<file path="config.mk">
export PLATFORM = sky130hd
export DESIGN_NAME = serial_to_parallel
export DESIGN_NICKNAME = d
export VERILOG_FILES = /design/src/rtl/serial_to_parallel.sv
export SDC_FILE = /design/constraint.sdc
export NUM_CORES = 1
export LEC_CHECK = 0
export ABC_AREA = 1
export CORE_MARGIN = 1.5
export CORE_UTILIZATION = 48
export CTS_CLUSTER_DIAMETER = 30
export DETAILED_ROUTE_END_ITERATION = 8
export GPL_ROUTABILITY_DRIVEN = 0
export PLACE_DENSITY = 0.82
export SYNTH_ARGS = -nofsm -noshare
export SYNTH_HDL_FRONTEND = slang
export SYNTH_SLANG_ARGS = --single-unit
</file>
<file path="constraint.sdc">
create_clock -name clk -period 1.8 [get_ports clk]
set_clock_uncertainty 0.05 [all_clocks]
set_input_delay 0.45 -clock clk [delete_from_list [all_inputs] [get_ports clk]]
set_output_delay 0.45 -clock clk [all_outputs]
set_load 0.03 [all_outputs]
</file>
<file path="src/rtl/serial_to_parallel.sv">
// Serial deserializer: start bit, WIDTH data bits, optional even parity, stop bit.
// Good words are held on data_out behind a valid/ack handshake; errors pulse for one cycle.
module serial_to_parallel #(
  parameter int WIDTH     = 4,
  parameter bit MSB_FIRST = 1'b1,
  parameter bit PARITY_EN = 1'b0
) (
  input  logic             clk,
  input  logic             rst,
  input  logic             serial_in,
  input  logic             data_ack,
  output logic [WIDTH-1:0] data_out,
  output logic             data_valid,
  output logic             frame_err,
  output logic             parity_err,
  output logic             overrun,
  output logic             busy
);

  localparam int CNT_W = $clog2(WIDTH);
  localparam logic [CNT_W-1:0] LAST_BIT = CNT_W'(WIDTH - 1);

  typedef enum logic [2:0] {
    S_IDLE,
    S_DATA,
    S_PARITY,
    S_STOP,
    S_WAIT_IDLE
  } state_t;

  state_t           state_q, state_d;
  logic [CNT_W-1:0] cnt_q, cnt_d;
  logic [WIDTH-1:0] shift_q, shift_d;
  logic [WIDTH-1:0] shift_in;
  logic             par_bit_q, par_bit_d;
  logic [WIDTH-1:0] data_q, data_d;
  logic             valid_q, valid_d;
  logic             frame_err_q, frame_err_d;
  logic             parity_err_q, parity_err_d;
  logic             overrun_q, overrun_d;
  logic             busy_q, busy_d;
  logic             parity_ok;

  // Shift direction: MSB-first enters at bit 0 and moves up, LSB-first enters at the top.
  genvar gi;
  generate
    for (gi = 0; gi < WIDTH; gi++) begin : g_shift
      if (MSB_FIRST) begin : g_msb
        if (gi == 0) begin : g_entry
          assign shift_in[gi] = serial_in;
        end else begin : g_move
          assign shift_in[gi] = shift_q[gi-1];
        end
      end else begin : g_lsb
        if (gi == WIDTH - 1) begin : g_entry
          assign shift_in[gi] = serial_in;
        end else begin : g_move
          assign shift_in[gi] = shift_q[gi+1];
        end
      end
    end
  endgenerate

  assign parity_ok = ~((^shift_q) ^ par_bit_q);

  always_comb begin
    state_d      = state_q;
    cnt_d        = cnt_q;
    shift_d      = shift_q;
    par_bit_d    = par_bit_q;
    data_d       = data_q;
    valid_d      = valid_q & ~data_ack;
    frame_err_d  = 1'b0;
    parity_err_d = 1'b0;
    overrun_d    = 1'b0;

    case (state_q)
      S_IDLE: begin
        if (!serial_in) begin
          state_d = S_DATA;
          cnt_d   = '0;
        end
      end
      S_DATA: begin
        shift_d = shift_in;
        cnt_d   = cnt_q + 1'b1;
        if (cnt_q == LAST_BIT) begin
          cnt_d   = '0;
          state_d = PARITY_EN ? S_PARITY : S_STOP;
        end
      end
      S_PARITY: begin
        par_bit_d = serial_in;
        state_d   = S_STOP;
      end
      S_STOP: begin
        if (!serial_in) begin
          // A bad stop bit hides any parity result for the same frame.
          frame_err_d = 1'b1;
          state_d     = S_WAIT_IDLE;
        end else begin
          state_d = S_IDLE;
          if (PARITY_EN && !parity_ok) begin
            parity_err_d = 1'b1;
          end else if (!valid_q || data_ack) begin
            data_d  = shift_q;
            valid_d = 1'b1;
          end else begin
            overrun_d = 1'b1;
          end
        end
      end
      S_WAIT_IDLE: begin
        if (serial_in) begin
          state_d = S_IDLE;
        end
      end
      default: begin
        state_d = S_IDLE;
      end
    endcase

    busy_d = (state_d != S_IDLE);
  end

  always_ff @(posedge clk) begin
    if (rst) begin
      state_q      <= S_IDLE;
      cnt_q        <= '0;
      shift_q      <= '0;
      par_bit_q    <= 1'b0;
      data_q       <= '0;
      valid_q      <= 1'b0;
      frame_err_q  <= 1'b0;
      parity_err_q <= 1'b0;
      overrun_q    <= 1'b0;
      busy_q       <= 1'b0;
    end else begin
      state_q      <= state_d;
      cnt_q        <= cnt_d;
      shift_q      <= shift_d;
      par_bit_q    <= par_bit_d;
      data_q       <= data_d;
      valid_q      <= valid_d;
      frame_err_q  <= frame_err_d;
      parity_err_q <= parity_err_d;
      overrun_q    <= overrun_d;
      busy_q       <= busy_d;
    end
  end

  assign data_out   = data_q;
  assign data_valid = valid_q;
  assign frame_err  = frame_err_q;
  assign parity_err = parity_err_q;
  assign overrun    = overrun_q;
  assign busy       = busy_q;

endmodule

</file>
==> results of run 1 <==
==> worst max path at each step <==
stage                  end  depth (start not counted)
2_1_floorplan         busy                          6
3_3_place_gp          busy                          6
3_5_place_dp          busy                          6
4_1_cts        data_out[2]                          1
5_1_grt               busy                          1
6_report              busy                          1
==> metal layers <==
layer,vias to the layer above,track usage (%),wire [um]
met5,-,0,0
met4,0,4.839,10
met3,2,8.152,70
met2,11,24.22,542
met1,241,19.74,509
li1,308,-,-
==> Yosys cell counts <==
cell type	count	area, sq um
sky130_fd_sc_hd__buf_4	1	7.510
sky130_fd_sc_hd__dfxtp_1	17	340.3
sky130_fd_sc_hd__nand2_2	1	6.260
sky130_fd_sc_hd__inv_1	9	33.78
sky130_fd_sc_hd__conb_1	1	3.750
sky130_fd_sc_hd__nand4_2	1	12.51
sky130_fd_sc_hd__nor3_1	2	10.01
sky130_fd_sc_hd__inv_2	4	15.01
sky130_fd_sc_hd__nand4_1	4	25.02
sky130_fd_sc_hd__nand2_4	1	11.26
sky130_fd_sc_hd__nor2_4	1	11.26
sky130_fd_sc_hd__nor2_2	2	12.51
sky130_fd_sc_hd__nand2_1	13	48.80
sky130_fd_sc_hd__buf_8	1	15.01
sky130_fd_sc_hd__nand3_1	4	20.02
sky130_fd_sc_hd__nor2_1	12	45.04
sky130_fd_sc_hd__o21ai_1	6	30.03
sky130_fd_sc_hd__nand3b_1	1	7.510
sky130_fd_sc_hd__buf_2	1	5.000
sky130_fd_sc_hd__ha_1	1	12.51
sky130_fd_sc_hd__a21oi_1	6	30.03
==> where the power goes <==
group | switching, mW | total (mW) | internal, mW
Sequential | 0.00897 | 0.399 | 0.390
Clock | 0.107 | 0.193 | 0.0860
Combinational | 0.0366 | 0.0610 | 0.0244
Total | 0.153 | 0.653 | 0.500
==> registers in the layout, indices dropped and copies added (netlist names) <==
name / flops
overrun: 1
data_out: 4
frame_err: 1
cnt_q: 2
busy: 1
state_q: 3
data_valid: 1
shift_q: 4
==> area by class of cell <==
type,count,area share [%]
Sequential cell,17,40.12
Multi-Input combinational cell,56,33.78
Timing Repair Buffer,12,15.04
Inverter,13,5.752
Clock buffer,4,3.097
Tap cell,15,2.212
==> metrics by stage <==
stage               worst slack [ns]  util [%]  cell area (sq um)  std cells
floorplan                     0.6838         -              703.2         89
global placement              0.1488     60.88              812.0        113
detailed placement            0.1400     60.88              812.0        113
CTS                         0.001612     62.66              835.8        117
global route                0.004483     63.60              848.3        117
finish                       0.05468     63.60              848.3        117
==> logic make-up after synthesis <==
kind of cell             count (synthesis)
adder cells (fa/ha/maj)                  1
flip-flops                              17
AND/OR/NAND/NOR                         42
buffers and inverters                   16
other                                    1
AO/OA/AOI/OAI                           12
==> timing repair <==
action / 4_1_cts / 5_1_grt
setup buffers: 0 / 0
pin swaps: 0 / 0
setup endpoints to repair: 2 / 5
endpoints found under the hold margin: 0 / 0
resized for setup: 2 / 5
==> results.cfg, run 1 <==
[finish]
final_nets = 108
layout.cells.most_common_list = sky130_fd_sc_hd__dfxtp_1 (17), sky130_fd_sc_hd__nand2_1 (13), sky130_fd_sc_hd__nor2_1 (12)
multiInputGateArea_sq_um = 286.5
num-fill-cells = 126
area_growth_syn_to_layout_pct = 20.64
mostFrequentLayoutCell = sky130_fd_sc_hd__dfxtp_1
seqCellArea_sq_um = 340.3
layout-drive-gt1-share_pct = 13.73
num_antenna_cells = 0

[worst_hold_path]
hold_path_end = shift_q[3]
worst_hold_path_type = reg -> reg
min_from = shift_q[3]
holdPathStages = 2

[drt]
detail_route.iter0.violations = 6
routedWlPerCell_um = 9.684
ant_nets = 0
vias_per_cell = 4.803
via_count = 562
drt-pass1-iter-count = 3
drc_errors = 0
routed_wirelength_um = 1133

[job]
max_cap_violations = 0

[critical_path]
startpoint = busy
critical_path.startpoint_type = register
ff2ff_setup_slack_ns = 0.69
reg2regPathDepth = 5
timing.rr.end = data_out[2]
max_stage_delay_ns = 0.65
critPathRequiredTime_ns = 1.30
cp_slowest_cell = sky130_fd_sc_hd__clkdlybuf4s50_1
timing.critical_path.fanout_max = 1
critical_path.cell_chain = clkdlybuf4s50_1
worst_r2r_startpoint = state_q[0]
top_family_by_delay_on_critical_path = buffers and inverters
timing.setup.critical_path_class = reg -> out
timing.critical_path.arrival_ns = 1.25
cp-end-kind = primary output
worst-path-buf-inv = 1

[clock_tree]
clkSinkCount = 17
cts_tree = done
cts_inserted_buffers = 3
clock_tree.buffer_depth = 2
cts.root.buffer_cell = sky130_fd_sc_hd__clkbuf_4
cts_hold_buf = 0
htree_num_levels = 1
path_clk_slew_ns = 0.08
clock_latency_ns = 0.28

[global_route]
largest_net_degree_at_the_start_of_global_routing = 13
grt_pass1_wl_um = 1704
global_route.usage.total_pct = 16.03
globalRouteOverflowTotal = 0
antenna_found_initial = 0
grt_pass1_vias = 417

[sta]
final-max-slew-violation-count = 0
finalWorstPathRequiredPeriod_ns = 1.745
hold-worst-slack_ns = 0.4165
timing_hold_violations_final = 0
achievable-frequency_ghz = 0.5730
final_min_period_over_clock_period_pct = 96.96
unrepaired_setup_endpoints_after_global_routing = no
final_total_negative_setup_slack_ns = 0
timing.final.setup_violations = 0

[synthesis]
muxShareOfSynthArea_pct = 0
yosysWarnings = 0
avgSynthCellArea_sq_um = 7.901
combinational_family_with_the_most_area_after_synthesis = simple AND/OR/NAND/NOR gates
complex_gate_fraction_of_the_synthesized_area_pct = 8.541
synth-seq-area-share_pct = 48.40
mappedNetlistNets = 94
synth.lib_cells_used.distinct = 21
synth_seq_cells = 17
syn-instance-count = 89
synth_simple_gate_area_share_pct = 29.89
synth.cell_area_sq_um = 703.2
synth_fa_ha_area_share_pct = 1.779
post_synthesis_xor_xnor_area_fraction_pct = 0

[floorplan]
floorplan.die.width_um = 41.28
core_region_area_sq_um = 1334
placementRows = 13
pin_count = 13
initial_utilization_pct = 52.72
vertical_extent_of_the_die_um = 41.28
die-area_sq_um = 1704

[power_and_ir_drop]
power_density_nw_per_um2 = 769.7
power.leakage_nw = 0.4980
vdd_drop_max_v = 0.0004533
design_power_total_mw = 0.6530

[place]
detailed_placer_s_ending_hpwl_um = 879.7
io_buffer_count = 11

[outcome]
run_status = completed
No activity file was read; power rests on OpenSTA's default activity.
==> inputs of run 2 (changes only) <==
--- a/config.mk
+++ b/config.mk
@@ -12,4 +12,5 @@
 export DETAILED_ROUTE_END_ITERATION = 8
 export GPL_ROUTABILITY_DRIVEN = 0
+export GPL_TIMING_DRIVEN = 0
 export PLACE_DENSITY = 0.82
 export SYNTH_ARGS = -nofsm -noshare
==> constraint.sdc (replaced) <==
create_clock -name clk -period 1.8 [get_ports clk]
set_clock_uncertainty 0.05 [all_clocks]
set_input_delay 0.18 -clock clk [delete_from_list [all_inputs] [get_ports clk]]
set_output_delay 0.18 -clock clk [all_outputs]
set_load 0.03 [all_outputs]
==> run 2 against run 1 <==
  * Global-route usage increased by 1.9 points
  * Die area unchanged
  * Sequential share of layout area unchanged
  * Fmax increased by 11%
  * Combinational power increased by 5.2%
  * Total power increased by 1.3%
  * Clock power increased by 3%
  * Core utilization unchanged
  * Critical path depth unchanged
  * Flip-flop and latch count unchanged
  * First-iteration DRC count decreased by 67%
  * Via count increased by 2.1%
  * Critical endpoint is now data_valid
  * Largest power group unchanged
==> results.cfg, run 2 (synthesized netlist as in run 1, its figures left out) <==
[power_and_ir_drop]
power_density_nw_per_um2 = 779.7
vdd_drop_max_v = 0.0005611
design_power_total_mw = 0.6615
power.leakage_nw = 0.4026

[clock_tree]
cts_setup_buffers = 0
clock_latency_ns = 0.29
cts_tree = done
cts_inserted_buffers = 3
clkSinkCount = 17
clock_tree.buffer_depth = 2
path_clk_slew_ns = 0.08
cts_repair_resize_count = 0
htree_num_levels = 1
cts.root.buffer_cell = sky130_fd_sc_hd__clkbuf_4
cts_hold_buf = 0

[finish]
layout-drive-gt1-share_pct = 15.53
num_antenna_cells = 0
area_growth_syn_to_layout_pct = 20.64
instances_no_fill = 118
layout.cells.most_common_list = sky130_fd_sc_hd__dfxtp_1 (17), sky130_fd_sc_hd__nand2_1 (13), sky130_fd_sc_hd__nor2_1 (12)
num-fill-cells = 124
seqCellArea_sq_um = 340.3
mostFrequentLayoutCell = sky130_fd_sc_hd__dfxtp_1
final_nets = 109
multiInputGateArea_sq_um = 286.5
fin_area_sq_um = 848.3

[job]
max_cap_violations = 0

[floorplan]
floorplan.die.width_um = 41.28
pin_count = 13
die-area_sq_um = 1704
core_region_area_sq_um = 1334
vertical_extent_of_the_die_um = 41.28
placementRows = 13
initial_utilization_pct = 52.72

[drt]
ant_nets = 0
vias_per_cell = 4.864
drc_errors = 0
drt-pass1-iter-count = 3
detail_route.iter0.violations = 2
routed_wirelength_um = 1183
routedWlPerCell_um = 10.03
via_count = 574

[critical_path]
worst-path-buf-inv = 1
timing.critical_path.fanout_max = 2
cp_slowest_cell = sky130_fd_sc_hd__clkdlybuf4s50_1
timing.critical_path.arrival_ns = 1.35
timing.setup.critical_path_class = reg -> out
max_stage_delay_ns = 0.68
critical_path.startpoint_type = register
cp-end-kind = primary output
ff2ff_setup_slack_ns = 0.68
critical_path.cell_chain = clkdlybuf4s50_1
top_family_by_delay_on_critical_path = buffers and inverters
critPathRequiredTime_ns = 1.57

[place]
placedCellCount = 114
io_buffer_count = 10
place_area_sq_um = 822.0
detailed_placer_s_ending_hpwl_um = 931.8

[global_route]
largest_net_degree_at_the_start_of_global_routing = 11
top_usage_layer = met1
globalRouteOverflowTotal = 0
grt_pass1_vias = 445
grt_pass1_wl_um = 1904
grt_use_met1_pct = 24.67
antenna_found_initial = 0
grt_util_met3_pct = 4.891
global_route.usage.total_pct = 17.94
grt_use_met2_pct = 23.83

[outcome]
run_status = completed

[sta]
final-max-slew-violation-count = 0
final_total_negative_setup_slack_ns = 0
final_min_period_over_clock_period_pct = 87.65
timing.final.setup_violations = 0
finalWorstPathRequiredPeriod_ns = 1.578
achievable-frequency_ghz = 0.6339
timing_hold_violations_final = 0
unrepaired_setup_endpoints_after_global_routing = no

[worst_hold_path]
worst_hold_path_type = in -> reg
-- run 2: changes by cell type in the layout (fill, tap and decap cells not counted), sizes merged --
cell | before | now
clkdlybuf4s50 | 4 | 10
dlygate4sd2 | 2 | 0
dlymetal6s2s | 5 | 0
buf | 1 | 3
-- run 2: cell type report --
type                       count  share of cell area (%)
multi-input combinational     56                   33.78
inverter                      13                   5.752
sequential                    17                   40.12
clock buffer                   4                   3.097
buffer                         3                   3.245
timing repair buffer          10                   11.80
tap                           15                   2.212
-- run 2: final timing paths --
check | from | to | cells after the start
worst max register to register | state_q[0] | data_out[2] | 5
worst min register to register | shift_q[3] | shift_q[3] | 2
worst min-delay path | serial_in | frame_err | 2
worst max-delay path | data_valid | data_valid | 1
-- run 2: power by group --
| part | internal (mW) | leakage (nW) | switching [mW] |
|---|---|---|---|
| registers | 0.390 | 0.139 | 0.00908 |
| clock network | 0.0862 | 0.0150 | 0.112 |
| logic | 0.0263 | 0.249 | 0.0379 |
-- run 2: routing by layer --
| metal | vias up | wire [um] |
|---|---|---|
| met4 | 0 | 34 |
| met5 | - | 0 |
| met1 | 247 | 549 |
| met3 | 6 | 53 |
| li1 | 310 | - |
| met2 | 11 | 546 |
-- run 2: worst register-to-register path, delay by kind of cell (launching register included) --
family,cells,cell delay (ns)
and+or+nand+nor,5,0.51
DFF,1,0.49
-- run 2: through the flow --
stage	util [%]	hold slack (ns)	setup WS, ns
5_1_grt	63.60	0.02387	0.1429
6_report	63.60	0.02905	0.2224
2_1_floorplan	-	0.1991	0.7420
3_5_place_dp	61.63	0.3286	0.4594
4_1_cts	63.60	0.02230	0.2098
3_3_place_gp	61.63	0.3290	0.4730
==> inputs of run 3 (changes only) <==
Settings changed: CORE_UTILIZATION 48 to 44, PLACE_DENSITY 0.82 to 0.8.
Clock period 1.8 ns to 1.3 ns, I/O delays scaled along.
==> run 3 against run 2 <==
  * Combinational power increased by 42%
  * First-iteration DRC count increased to 6.0 times the previous value
  * Clock-buffer cell count unchanged
  * Core utilization decreased by 6.9 points
  * Sequential power increased by 39%
  * Sequential share of layout area decreased by 0.29 points
==> results.cfg, run 3 (synthesized netlist as in run 1, its figures left out) <==
[global_route]
grt_pass1_wl_um = 1925
antenna_found_initial = 0
globalRouteOverflowTotal = 0
largest_net_degree_at_the_start_of_global_routing = 11
global_route.usage.total_pct = 13.98
grt_pass1_vias = 496

[critical_path]
timing.setup.critical_path_class = reg -> out
critPathRequiredTime_ns = 1.12
critical_path.cell_chain = clkdlybuf4s15_1
top_family_by_delay_on_critical_path = flip-flops
cp_slowest_cell = sky130_fd_sc_hd__dfxtp_1
timing.critical_path.arrival_ns = 1.06
cp-end-kind = primary output
timing.critical_path.fanout_max = 2
worst-path-buf-inv = 1
max_stage_delay_ns = 0.39
critical_path.startpoint_type = register

[clock_tree]
cts.root.buffer_cell = sky130_fd_sc_hd__clkbuf_4
path_clk_slew_ns = 0.10
cts_tree = done
htree_num_levels = 1
cts_inserted_buffers = 3
clock_latency_ns = 0.29
clock_tree.buffer_depth = 2
clkSinkCount = 17
cts_setup_buffers = 0

[floorplan]
floorplan.die.width_um = 42.98
vertical_extent_of_the_die_um = 42.98
pin_count = 13
placementRows = 14
initial_utilization_pct = 46.68
core_region_area_sq_um = 1506
die-area_sq_um = 1847

[outcome]
run_status = completed

[sta]
timing_hold_violations_final = 0
finalWorstPathRequiredPeriod_ns = 1.236
timing.final.setup_violations = 0
final_total_negative_setup_slack_ns = 0
achievable-frequency_ghz = 0.8090
unrepaired_setup_endpoints_after_global_routing = no
final-max-slew-violation-count = 0
final_min_period_over_clock_period_pct = 95.09

[finish]
num_antenna_cells = 0
final_core_util_pct = 56.73
seqCellArea_sq_um = 340.3
layout-drive-gt1-share_pct = 16.35
mostFrequentLayoutCell = sky130_fd_sc_hd__dfxtp_1
layout.cells.most_common_list = sky130_fd_sc_hd__dfxtp_1 (17), sky130_fd_sc_hd__nand2_1 (13), sky130_fd_sc_hd__nor2_1 (12)
final_nets = 110
num-fill-cells = 148
multiInputGateArea_sq_um = 290.3
area_growth_syn_to_layout_pct = 21.53

[drt]
via_count = 584
ant_nets = 0
drt-pass1-iter-count = 4
drc_errors = 0
routedWlPerCell_um = 10.11
routed_wirelength_um = 1213
vias_per_cell = 4.867
detail_route.iter0.violations = 12

[job]
max_cap_violations = 0

[place]
io_buffer_count = 10
detailed_placer_s_ending_hpwl_um = 899.1

[power_and_ir_drop]
vdd_drop_max_v = 0.0004778
design_power_total_mw = 0.9247
power.leakage_nw = 0.4412
power_density_nw_per_um2 = 1082

[worst_hold_path]
worst_hold_path_type = reg -> reg
==> run 3: changes by cell type in the layout (fill, tap and decap cells not counted), sizes merged <==
cell           delta
clkdlybuf4s15     +1
clkdlybuf4s50     -8
dlygate4sd2       +7
dlygate4sd3       +1
==> run 3: per-layer routing <==
metal	share of wire, %	GRT usage (%)
met4	2.0	9.091
met5	0	0
met2	49	24.85
met3	2.4	1.277
met1	46	15.65
==> run 3: worst paths after layout <==
| path | to | cells past startpoint | slack (ns) | start |
|---|---|---|---|---|
| setup / recovery | data_valid | 1 | 0.06 | data_valid |
| hold / removal | shift_q[3] | 2 | 0.42 | shift_q[3] |
| setup reg to reg | data_out[3] | 5 | 0.14 | state_q[0] |
| hold reg to reg | shift_q[3] | 2 | 0.42 | shift_q[3] |
==> run 3: what timing repair did <==
| action | 4_1_cts | 5_1_grt |
|---|---|---|
| endpoints found under the setup margin | 8 | 2 |
| hold buffers | 1 | 0 |
| resized for setup | 8 | 2 |
| endpoints found under the hold margin | 1 | 0 |
==> run 3: where the power goes <==
group	switching, mW	internal (mW)	leakage [nW]
logic	0.0537	0.0373	0.288
registers	0.0129	0.540	0.139
clock network	0.162	0.119	0.0150
total	0.228	0.696	0.441
==> run 3: layout make-up <==
type / count / share of cell area (%)
Buffer: 3 / 3.221
Timing Repair Buffer: 11 / 11.86
Inverter: 13 / 5.710
Tap cell: 16 / 2.343
Sequential cell: 17 / 39.82
Clock buffer: 4 / 3.075
Multi-Input combinational cell: 56 / 33.97
==> run 3: per-stage QoR <==
step                      setup slack, ns  hold WS (ns)  instances  instance area, sq um
final                             0.06387        0.4241        120                 854.6
after floorplan                    0.2420        0.1491         89                 703.2
after detailed placement          0.02139        0.2801        115                 823.3
after global routing              0.01234        0.4525        120                 854.6
after CTS                         0.03021        0.4227        120                 849.6
after global placement           0.009482        0.2781        115                 823.3
